===== src/rtl/score_keeper.sv =====
`default_nettype none
// +--------------------------------------------------------------------+
// | Module   : score_keeper                                            |
// | Purpose  : Two-player score keeping with win detection, post-point |
// |            pause countdown, serve tracking and new-game restart.   |
// | Revision : 1.0                                                     |
// +--------------------------------------------------------------------+
module score_keeper #(
   parameter int WIN_SCORE    = 11,
   parameter int WIN_MARGIN   = 2,
   parameter int PAUSE_FRAMES = 60,
   parameter int MAX_SCORE    = 99
) (
   input  logic       VGA_CLK,
   input  logic       RST_N,
   input  logic       GoalA,
   input  logic       GoalB,
   input  logic       FrameTick,
   input  logic       NewGame,
   output logic [6:0] ScoreA,
   output logic [6:0] ScoreB,
   output logic       ServeA,
   output logic       Paused,
   output logic       GameOver,
   output logic       WinnerA,
   output logic       ScoreEvt
);

   localparam int               c_CNT_W      = (PAUSE_FRAMES < 1) ? 1 : $clog2(PAUSE_FRAMES + 1);
   localparam logic [c_CNT_W-1:0] c_PAUSE_LOAD = c_CNT_W'(PAUSE_FRAMES);
   localparam logic [c_CNT_W-1:0] c_CNT_ONE    = c_CNT_W'(1);
   localparam logic [7:0]       c_MAX        = 8'(MAX_SCORE);
   localparam logic [7:0]       c_WIN        = 8'(WIN_SCORE);
   localparam logic [7:0]       c_MARGIN     = 8'(WIN_MARGIN);

   typedef enum logic [1:0] {
      ST_PLAY  = 2'd0,
      ST_PAUSE = 2'd1,
      ST_OVER  = 2'd2
   } state_t;

   state_t               r_state, w_state_nxt;
   logic [c_CNT_W-1:0]   r_cnt, w_cnt_nxt;
   logic [6:0]           r_score_a, r_score_b, w_score_a_nxt, w_score_b_nxt;
   logic                 r_serve_a, r_winner_a, r_score_evt;
   logic                 w_serve_a_nxt, w_winner_a_nxt, w_score_evt_nxt;
   logic                 r_goal_a_d, r_goal_b_d, r_new_game_d;

   // Rising-edge detection against the previous-cycle copy of each input
   logic w_edge_a, w_edge_b, w_edge_new;
   assign w_edge_a   = GoalA   & ~r_goal_a_d;
   assign w_edge_b   = GoalB   & ~r_goal_b_d;
   assign w_edge_new = NewGame & ~r_new_game_d;

   // 8-bit score arithmetic: saturating increments and lead comparisons never wrap
   logic [7:0] w_a8, w_b8, w_a_inc, w_b_inc;
   logic       w_a_wins, w_b_wins;
   assign w_a8     = {1'b0, r_score_a};
   assign w_b8     = {1'b0, r_score_b};
   assign w_a_inc  = (w_a8 >= c_MAX) ? c_MAX : w_a8 + 8'd1;
   assign w_b_inc  = (w_b8 >= c_MAX) ? c_MAX : w_b8 + 8'd1;
   // A point scored while already at the ceiling ends the game outright
   assign w_a_wins = ((w_a_inc >= c_WIN) && (w_a_inc >= w_b8) && ((w_a_inc - w_b8) >= c_MARGIN))
                     || (w_a8 == c_MAX);
   assign w_b_wins = ((w_b_inc >= c_WIN) && (w_b_inc >= w_a8) && ((w_b_inc - w_a8) >= c_MARGIN))
                     || (w_b8 == c_MAX);

   // Input history registers for edge detection
   always_ff @(posedge VGA_CLK) begin
      if (!RST_N) begin
         r_goal_a_d   <= 1'b0;
         r_goal_b_d   <= 1'b0;
         r_new_game_d <= 1'b0;
      end else begin
         r_goal_a_d   <= GoalA;
         r_goal_b_d   <= GoalB;
         r_new_game_d <= NewGame;
      end
   end

   // Next-state and next-datapath decode; NewGame outranks any goal
   always_comb begin
      w_state_nxt     = r_state;
      w_cnt_nxt       = r_cnt;
      w_score_a_nxt   = r_score_a;
      w_score_b_nxt   = r_score_b;
      w_serve_a_nxt   = r_serve_a;
      w_winner_a_nxt  = r_winner_a;
      w_score_evt_nxt = 1'b0;
      if (w_edge_new) begin
         w_state_nxt    = ST_PAUSE;
         w_cnt_nxt      = c_PAUSE_LOAD;
         w_score_a_nxt  = 7'd0;
         w_score_b_nxt  = 7'd0;
         w_serve_a_nxt  = 1'b1;
         w_winner_a_nxt = 1'b0;
      end else begin
         case (r_state)
            ST_PLAY: begin
               // Simultaneous goal edges are ambiguous and score nothing
               if (w_edge_a && !w_edge_b) begin
                  w_score_a_nxt   = w_a_inc[6:0];
                  w_score_evt_nxt = 1'b1;
                  w_serve_a_nxt   = 1'b0;
                  if (w_a_wins) begin
                     w_state_nxt    = ST_OVER;
                     w_winner_a_nxt = 1'b1;
                  end else begin
                     w_state_nxt = ST_PAUSE;
                     w_cnt_nxt   = c_PAUSE_LOAD;
                  end
               end else if (w_edge_b && !w_edge_a) begin
                  w_score_b_nxt   = w_b_inc[6:0];
                  w_score_evt_nxt = 1'b1;
                  w_serve_a_nxt   = 1'b1;
                  if (w_b_wins) begin
                     w_state_nxt    = ST_OVER;
                     w_winner_a_nxt = 1'b0;
                  end else begin
                     w_state_nxt = ST_PAUSE;
                     w_cnt_nxt   = c_PAUSE_LOAD;
                  end
               end
            end
            ST_PAUSE: begin
               // Leaving on the cycle after the count has drained keeps a zero load to one cycle
               if (r_cnt == '0) begin
                  w_state_nxt = ST_PLAY;
               end else if (FrameTick) begin
                  w_cnt_nxt = r_cnt - c_CNT_ONE;
               end
            end
            ST_OVER: begin
               w_state_nxt = ST_OVER;
            end
            default: begin
               w_state_nxt = ST_PAUSE;
               w_cnt_nxt   = c_PAUSE_LOAD;
            end
         endcase
      end
   end

   // State, counter and score registers
   always_ff @(posedge VGA_CLK) begin
      if (!RST_N) begin
         r_state     <= ST_PAUSE;
         r_cnt       <= c_PAUSE_LOAD;
         r_score_a   <= 7'd0;
         r_score_b   <= 7'd0;
         r_serve_a   <= 1'b1;
         r_winner_a  <= 1'b0;
         r_score_evt <= 1'b0;
      end else begin
         r_state     <= w_state_nxt;
         r_cnt       <= w_cnt_nxt;
         r_score_a   <= w_score_a_nxt;
         r_score_b   <= w_score_b_nxt;
         r_serve_a   <= w_serve_a_nxt;
         r_winner_a  <= w_winner_a_nxt;
         r_score_evt <= w_score_evt_nxt;
      end
   end

   assign ScoreA   = r_score_a;
   assign ScoreB   = r_score_b;
   assign ServeA   = r_serve_a;
   assign WinnerA  = r_winner_a;
   assign ScoreEvt = r_score_evt;
   assign Paused   = (r_state == ST_PAUSE);
   assign GameOver = (r_state == ST_OVER);

endmodule
`default_nettype wire


===== config.mk =====
export PLATFORM = sky130hd
export DESIGN_NAME = score_keeper
export DESIGN_NICKNAME = d
export VERILOG_FILES = /design/src/rtl/score_keeper.sv
export SDC_FILE = /design/constraint.sdc
export NUM_CORES = 1
export LEC_CHECK = 0
export CORE_MARGIN = 10
export CORE_UTILIZATION = 38
export CTS_CLUSTER_DIAMETER = 80
export DETAILED_ROUTE_END_ITERATION = 10
export GPL_TIMING_DRIVEN = 0
export SLEW_MARGIN = 10
export SYNTH_ARGS = -nofsm -noshare
export SYNTH_HDL_FRONTEND = slang
export SYNTH_SLANG_ARGS = --single-unit

===== constraint.sdc =====
create_clock -name VGA_CLK -period 5.51 [get_ports VGA_CLK]
set_input_delay 0.8265 -clock VGA_CLK [delete_from_list [all_inputs] [get_ports VGA_CLK]]
set_output_delay 0.8265 -clock VGA_CLK [all_outputs]
set_load 0.005 [all_outputs]

==> results_dict.tcl, run 1 <==
set metrics [dict create \
    cts_resized 0 \
    syn_inst 317 \
    async_flop_share_pct 0 \
    post-route-period-util_pct 71.47 \
    die_y_um 99.84 \
    ff2ff_setup_slack_ns 1.57 \
    coreArea_um2 6277 \
    path_clk_slew_ns 0.09 \
    cts_buffers 3 \
    rr_endpoint "r_cnt[2]" \
    via_per_inst 5.601 \
    cts_setup_buffers 0 \
    ys_ff_latch 28 \
    dp_slack_ns 1.639 \
    synth_nets 351 \
    antenna_cells 0 \
    slew_headroom_pct 63.21 \
    crit_buf_inv 1 \
    drtPass1Iterations 4 \
    status "finished, final reports clean" \
    p_switching_uw 78.62 \
    yosysWarnings 0 \
    die-area_um2 9968 \
    ys_types 57 \
    maxCapViolations 0 \
    p_clk_share_pct 31.6 \
    min_from "r_cnt[1]" \
    ios 25 \
    place_inst 418 \
    stdcell_count 421 \
    synth_edf_count 0 \
    hold_depth 2 \
    hpwl_mm 4.929 \
    post_drt_wl_per_cell_um 14.25 \
    critPathCaptureType "flop" \
    num_vias 2358 \
    drive_above_1_share_pct 4.360 \
    drt.antenna.violating_nets 0 \
    syn_avg_cell_area_um2 7.641 \
    port_buffers 24 \
    path_class "flop to flop" \
    clock_skew_ns 0.006811 \
    fin_ws_ns 1.572 \
    drcViolationCount 0 \
    clock_tree.root_cell "clkbuf_8" \
    cp_cell_sequence "ha_1 -> buf_6 -> nor2_1 -> a211oi_1 -> nor2b_1 -> ha_1 -> fa_1 -> nand2b_1 -> a21oi_1 -> o21bai_1 -> a32o_1 -> a41o_1 -> a21oi_1 -> a211oi_1 -> o32a_1" \
    yosysSeqAreaShare_pct 23.14 \
    critical_path.slowest_cell "dfxtp_1" \
    period_minus_slack_ns 3.938 \
    die_width_um 99.84 \
    overflow 0 \
    switching_share_pct 22.77 \
    pwr-share-seq_pct 59.9 \
    cts_sinks 28 \
    antenna_found_initial 0 \
    clk_path_buf_depth 2 \
    cp_top_family "compound AO/OA/AOI/OAI gates" \
    tns_ns 0 \
    max_freq_mhz 253.9 \
    hp-class "flop to flop" \
    cts_htree_levels 1 \
    finalHoldViolCount 0 \
    grt_max_degree 15 \
    rr_worst_depth 15 \
    hold_end "r_cnt[1]" \
    grtUsageTotal_pct 12.15 \
    area_growth_pct 15.60 \
    drt_first_iter_violations 130 \
    rsz0062_at_grt "no" \
    r2r_start "ScoreA[0]" \
    fill_cells 654 \
    grt_pass1_vias 2199 \
    combPwrFrac_pct 8.5 \
    finalSetupViolations 0 \
    ys.flop_type "dfxtp_1" \
    cp_slowest_stage_delay_ns 0.50 \
    totalWireLength_mm 5.998 \
    ir_drop_mv 0.1304 \
    final_net_count 380 \
    startpoint_type "flop" \
    gpl.final_weighted_congestion 0.8881 \
    row_count 29 \
    start_util_pct 38.59 \
    hold_buffers 0 \
    p_int_uw 266.7 \
    power.density_nw_per_um2 123.3 \
    worst_pin_slew_ns 0.5461 \
    cts_tree "yes" \
    crit_fanout 9 \
    grt_pass1_wl_mm 10.49 \
    synth.cell_area_um2 2422 \
    drv_slew 0 \
    arrival_ns 4.11 \
    cp.required_ns 5.68 \
    whs_ns 0.4809 \
    leakagePower_uw 0.001125 \
    clock_latency_ns 0.27 \
]
## state kept, by name (all words and copies together) (netlist names)
| name | count |
|---|---|
| ScoreA | 7 |
| WinnerA | 1 |
| r_cnt | 6 |
| r_state | 2 |
| ServeA | 1 |
| r_goal_a_d | 1 |
| ScoreEvt | 1 |
| r_new_game_d | 1 |
| ScoreB | 7 |
| r_goal_b_d | 1 |
## cell usage after synthesis (2+ instances only)
cell      count  area (um2)
nand2_1      33       123.9
dfxtp_1      28       560.5
a21oi_1      27       135.1
ha_1         26       325.3
nor2_1       26       97.59
inv_1        24       90.09
o21ai_0      13       65.06
a211oi_1     12       90.09
nand3_1      10       50.05
nor3_1        8       40.04
and2_1        7       43.79
clkbuf_1      7       26.28
nand2b_1      7       43.79
nor2b_1       7       43.79
xnor2_1       6       52.55
o211ai_1      5       37.54
a21o_1        4       30.03
nand4_1       4       25.02
or3_1         4       25.02
a41oi_1       3       26.28
and3_1        3       18.77
buf_2         3       15.01
mux2i_1       3       30.03
o21bai_1      3       22.52
o32a_1        3       30.03
xor2_1        3       26.28
a31oi_1       2       12.51
a41o_1        2       20.02
fa_1          2       40.04
nand3b_1      2       15.01
nor4_1        2       12.51
o21a_1        2       15.01
o31a_1        2       17.52
## power by group through the flow
stage | registers, uW | clock network [uW] | logic [uW]
global route | 207 | 121 | 33.0
detailed placement | 212 | 0 | 29.4
CTS | 207 | 113 | 29.5
floorplan | 211 | 0 | 19.4
global placement | 211 | 0 | 29.2
finish | 207 | 109 | 29.4
## per-stage QoR
| stage | instance area (um2) | power [uW] | util, % |
|---|---|---|---|
| 6_report | 2800 | 345.3 | 44.61 |
| 3_3_place_gp | 2759 | 240.7 | 43.95 |
| 4_1_cts | 2800 | 349.4 | 44.61 |
| 5_1_grt | 2800 | 361.1 | 44.61 |
| 3_5_place_dp | 2759 | 241.0 | 43.95 |
| 2_1_floorplan | 2422 | 230.5 | - |
## placed cells by master (no fill, tap or decap), types with 5 or more instances in the layout
master | netlist | routed
clkbuf_1 | 7 | 7
nor3_1 | 8 | 8
xnor2_1 | 6 | 6
a21oi_1 | 27 | 27
dfxtp_1 | 28 | 28
o21ai_0 | 13 | 13
nand2_1 | 33 | 33
nand2b_1 | 7 | 7
nor2b_1 | 7 | 7
and2_1 | 7 | 7
ha_1 | 26 | 26
inv_1 | 24 | 24
nor2_1 | 26 | 26
a211oi_1 | 12 | 12
nand3_1 | 10 | 10
clkdlybuf4s50_1 | 0 | 24
o211ai_1 | 5 | 5
## kinds of logic (layout without fill, tap and decap cells)
logic type               Yosys count  after routing  share of synthesized area, %
multiplexers                       3              3                         1.240
buffers and inverters             36             63                         6.043
XOR/XNOR                           9              9                         3.254
AO/OA/AOI/OAI                     95             95                         27.17
AND/OR/NAND/NOR                  118            118                         24.07
adder cells (fa/ha/maj)           28             28                         15.08
flip-flops                        28             28                         23.14
## worst max-delay path by stage
| stage | slack (ns) | startpoint | endpoint | cells after the start |
|---|---|---|---|---|
| after detailed placement | 1.64 | ScoreB[0] | r_cnt[1] | 14 |
| after floorplan | 2.12 | ScoreA[0] | r_cnt[2] | 15 |
| after CTS | 1.64 | ScoreB[1] | r_cnt[1] | 14 |
| final | 1.57 | ScoreA[0] | r_cnt[2] | 15 |
| after global placement | 1.62 | ScoreB[1] | r_cnt[1] | 14 |
| after global routing | 1.27 | ScoreB[0] | r_cnt[1] | 14 |
## worst min-delay path, cell delays in order, from the launching register on
cell,delay [ns]
dfxtp_1,0.33
nand2_1,0.06
o32ai_1,0.05
## final cells by class
class / count / area [um2] / area share, %
multi-input combinational: 253 / 1715 / 61.26
sequential: 28 / 560.5 / 20.02
timing repair buffer: 24 / 240.2 / 8.579
tap: 77 / 96.34 / 3.441
inverter: 25 / 93.84 / 3.351
buffer: 11 / 52.55 / 1.877
clock buffer: 3 / 41.29 / 1.475
## layer usage
| metal | up-vias | GRT usage (%) | part of all wire [%] |
|---|---|---|---|
| met5 | - | 0 | 0 |
| met4 | 0 | 2.536 | 0.92 |
| met3 | 6 | 1.717 | 4.6 |
| met2 | 49 | 19.51 | 46 |
| met1 | 1096 | 16.79 | 48 |
| li1 | 1207 | - | - |
Power figures use the tool's default switching activity.
==> run 2: changes to the inputs <==
==> constraint.sdc (replaced) <==
create_clock -name VGA_CLK -period 3.5 [get_ports VGA_CLK]
set_input_delay 0.525 -clock VGA_CLK [delete_from_list [all_inputs] [get_ports VGA_CLK]]
set_output_delay 0.525 -clock VGA_CLK [all_outputs]
set_load 0.005 [all_outputs]
==> run 2 against run 1 <==
Compared with the run above: core utilization is 3.9 points higher; via count increased by 3.4%; flip-flop and latch count did not move; routed wire length increased by 6.0%; critical path depth shrank 1; sequential power increased by 56%; largest power group unchanged; maximum frequency increased by 16%; hold slack improved by 0.0055 ns; non-clock buffer count increased by 11; total power is 57% higher; sequential share of layout area decreased by 0.94 points; first-iteration DRC count is 33% higher.
==> results_dict.tcl, run 2 (synthesis results as in run 1) <==
set metrics [dict create \
    status "finished, final reports clean" \
    cp_top_family "compound AO/OA/AOI/OAI gates" \
    overflow 0 \
    drtPass1Iterations 4 \
    crit_buf_inv 2 \
    drt.antenna.violating_nets 0 \
    num_vias 2438 \
    gpl.final_weighted_congestion 0.8881 \
    period_minus_slack_ns 3.388 \
    drive_above_1_share_pct 16.34 \
    critPathCaptureType "flop" \
    startpoint_type "flop" \
    finalSetupViolations 0 \
    path_clk_slew_ns 0.09 \
    leakagePower_uw 0.001203 \
    totalWireLength_mm 6.358 \
    switching_share_pct 22.92 \
    cts_tree "yes" \
    pwr-share-seq_pct 59.6 \
    p_clk_share_pct 31.5 \
    cp.required_ns 3.69 \
    cp_cell_sequence "buf_4 -> a211oi_4 -> a21oi_4 -> buf_4 -> nand2b_1 -> ha_4 -> nand2_1 -> o21a_1 -> a211oi_1 -> o211ai_1 -> o2111ai_2 -> a21o_1 -> nand4_1 -> o32ai_2" \
    grt_max_degree 15 \
    path_class "flop to flop" \
    antenna_found_initial 0 \
    cts_htree_levels 1 \
    clk_path_buf_depth 2 \
    fin_util_pct 48.48 \
    drv_slew 0 \
    fill_cells 626 \
    slew_headroom_pct 63.60 \
    ios 25 \
    final_net_count 391 \
    cts_sinks 28 \
    port_buffers 24 \
    cts_buffers 3 \
    clock_skew_ns 0.004961 \
    via_per_inst 5.644 \
    final_cell_mix "nand2_1, inv_1, a21oi_1, clkdlybuf4s50_1, nor2_1" \
    cp_slowest_stage_delay_ns 0.37 \
    start_util_pct 38.59 \
    hp-class "flop to flop" \
    antenna_cells 0 \
    drt_first_iter_violations 173 \
    crit_fanout 8 \
    row_count 29 \
    clock_tree.root_cell "clkbuf_8" \
    power.density_nw_per_um2 178.0 \
    die_width_um 99.84 \
    area_growth_pct 25.62 \
    grt_pass1_wl_mm 10.57 \
    arrival_ns 3.58 \
    power_uw 541.5 \
    die_y_um 99.84 \
    p_int_uw 417.4 \
    coreArea_um2 6277 \
    combPwrFrac_pct 8.9 \
    fin_ws_ns 0.1119 \
    finalHoldViolCount 0 \
    worst_pin_slew_ns 0.5403 \
    critical_path.slowest_cell "dfxtp_4" \
    hpwl_mm 4.929 \
    post-route-period-util_pct 96.80 \
    rsz0062_at_grt "yes" \
    ir_drop_mv 0.2034 \
    die-area_um2 9968 \
    p_switching_uw 124.1 \
    drcViolationCount 0 \
    final_common_cell "nand2_1" \
    post_drt_wl_per_cell_um 14.72 \
    grtUsageTotal_pct 12.22 \
    tns_ns 0 \
    max_freq_mhz 295.1 \
    maxCapViolations 0 \
    whs_ns 0.4864 \
    clock_latency_ns 0.27 \
    grt_pass1_vias 2220 \
    critPathMostFrequentCell "buf_4" \
    dp_slack_ns -0.3707 \
]
==> run 2: worst register-to-register path: cells and delay by family (launching register included) <==
kind | cells | cell delay, ns
compound gates | 8 | 1.80
fa+ha+maj | 1 | 0.34
buf+inv | 2 | 0.32
flops | 1 | 0.37
simple gates | 3 | 0.51
==> run 2: power groups by stage <==
stage / registers (uW) / clock network, uW / logic (uW)
after floorplan: 332 / 0 / 30.5
after global placement: 333 / 0 / 46.0
after detailed placement: 333 / 0 / 46.3
after CTS: 324 / 178 / 46.6
after global routing: 323 / 191 / 54.0
final: 322 / 171 / 48.4
==> run 2: routing by layer <==
metal	routed length (um)	vias up	GRT usage (%)
li1	-	1231	-
met1	2936	1142	16.71
met2	3039	59	19.91
met3	328	6	1.717
met4	54	0	2.426
met5	0	-	0
==> run 2: cell type report <==
| class | instances | area [um2] | share of cell area, % |
|---|---|---|---|
| multi-input cells | 253 | 1842 | 60.53 |
| flip-flops and latches | 28 | 580.6 | 19.08 |
| repair buffers | 37 | 337.8 | 11.10 |
| well taps | 77 | 96.34 | 3.166 |
| inverters | 25 | 93.84 | 3.084 |
| plain buffers | 9 | 51.30 | 1.686 |
| clock buffers | 3 | 41.29 | 1.357 |
==> run 2: final timing paths <==
check,startpoint,cells past startpoint,endpoint,slack (ns)
worst min register to register,ScoreB[0],1,ScoreB[0],0.49
worst max-delay path,ScoreB[1],14,r_cnt[1],0.11
worst min-delay path,ScoreB[0],1,ScoreB[0],0.49
worst max register to register,ScoreB[1],14,r_cnt[1],0.11
==> run 2: timing repair <==
action	CTS	global route
resized for setup	11	33
hold buffers	0	0
setup endpoints to repair	9	8
pin swaps	3	8
setup buffers	3	10
==> run 2: per-stage QoR <==
stage | instance area (um2) | cells
after floorplan | 2422 | 317
after global placement | 2759 | 418
after detailed placement | 2759 | 418
after CTS | 2851 | 424
after global routing | 3043 | 432
final | 3043 | 432
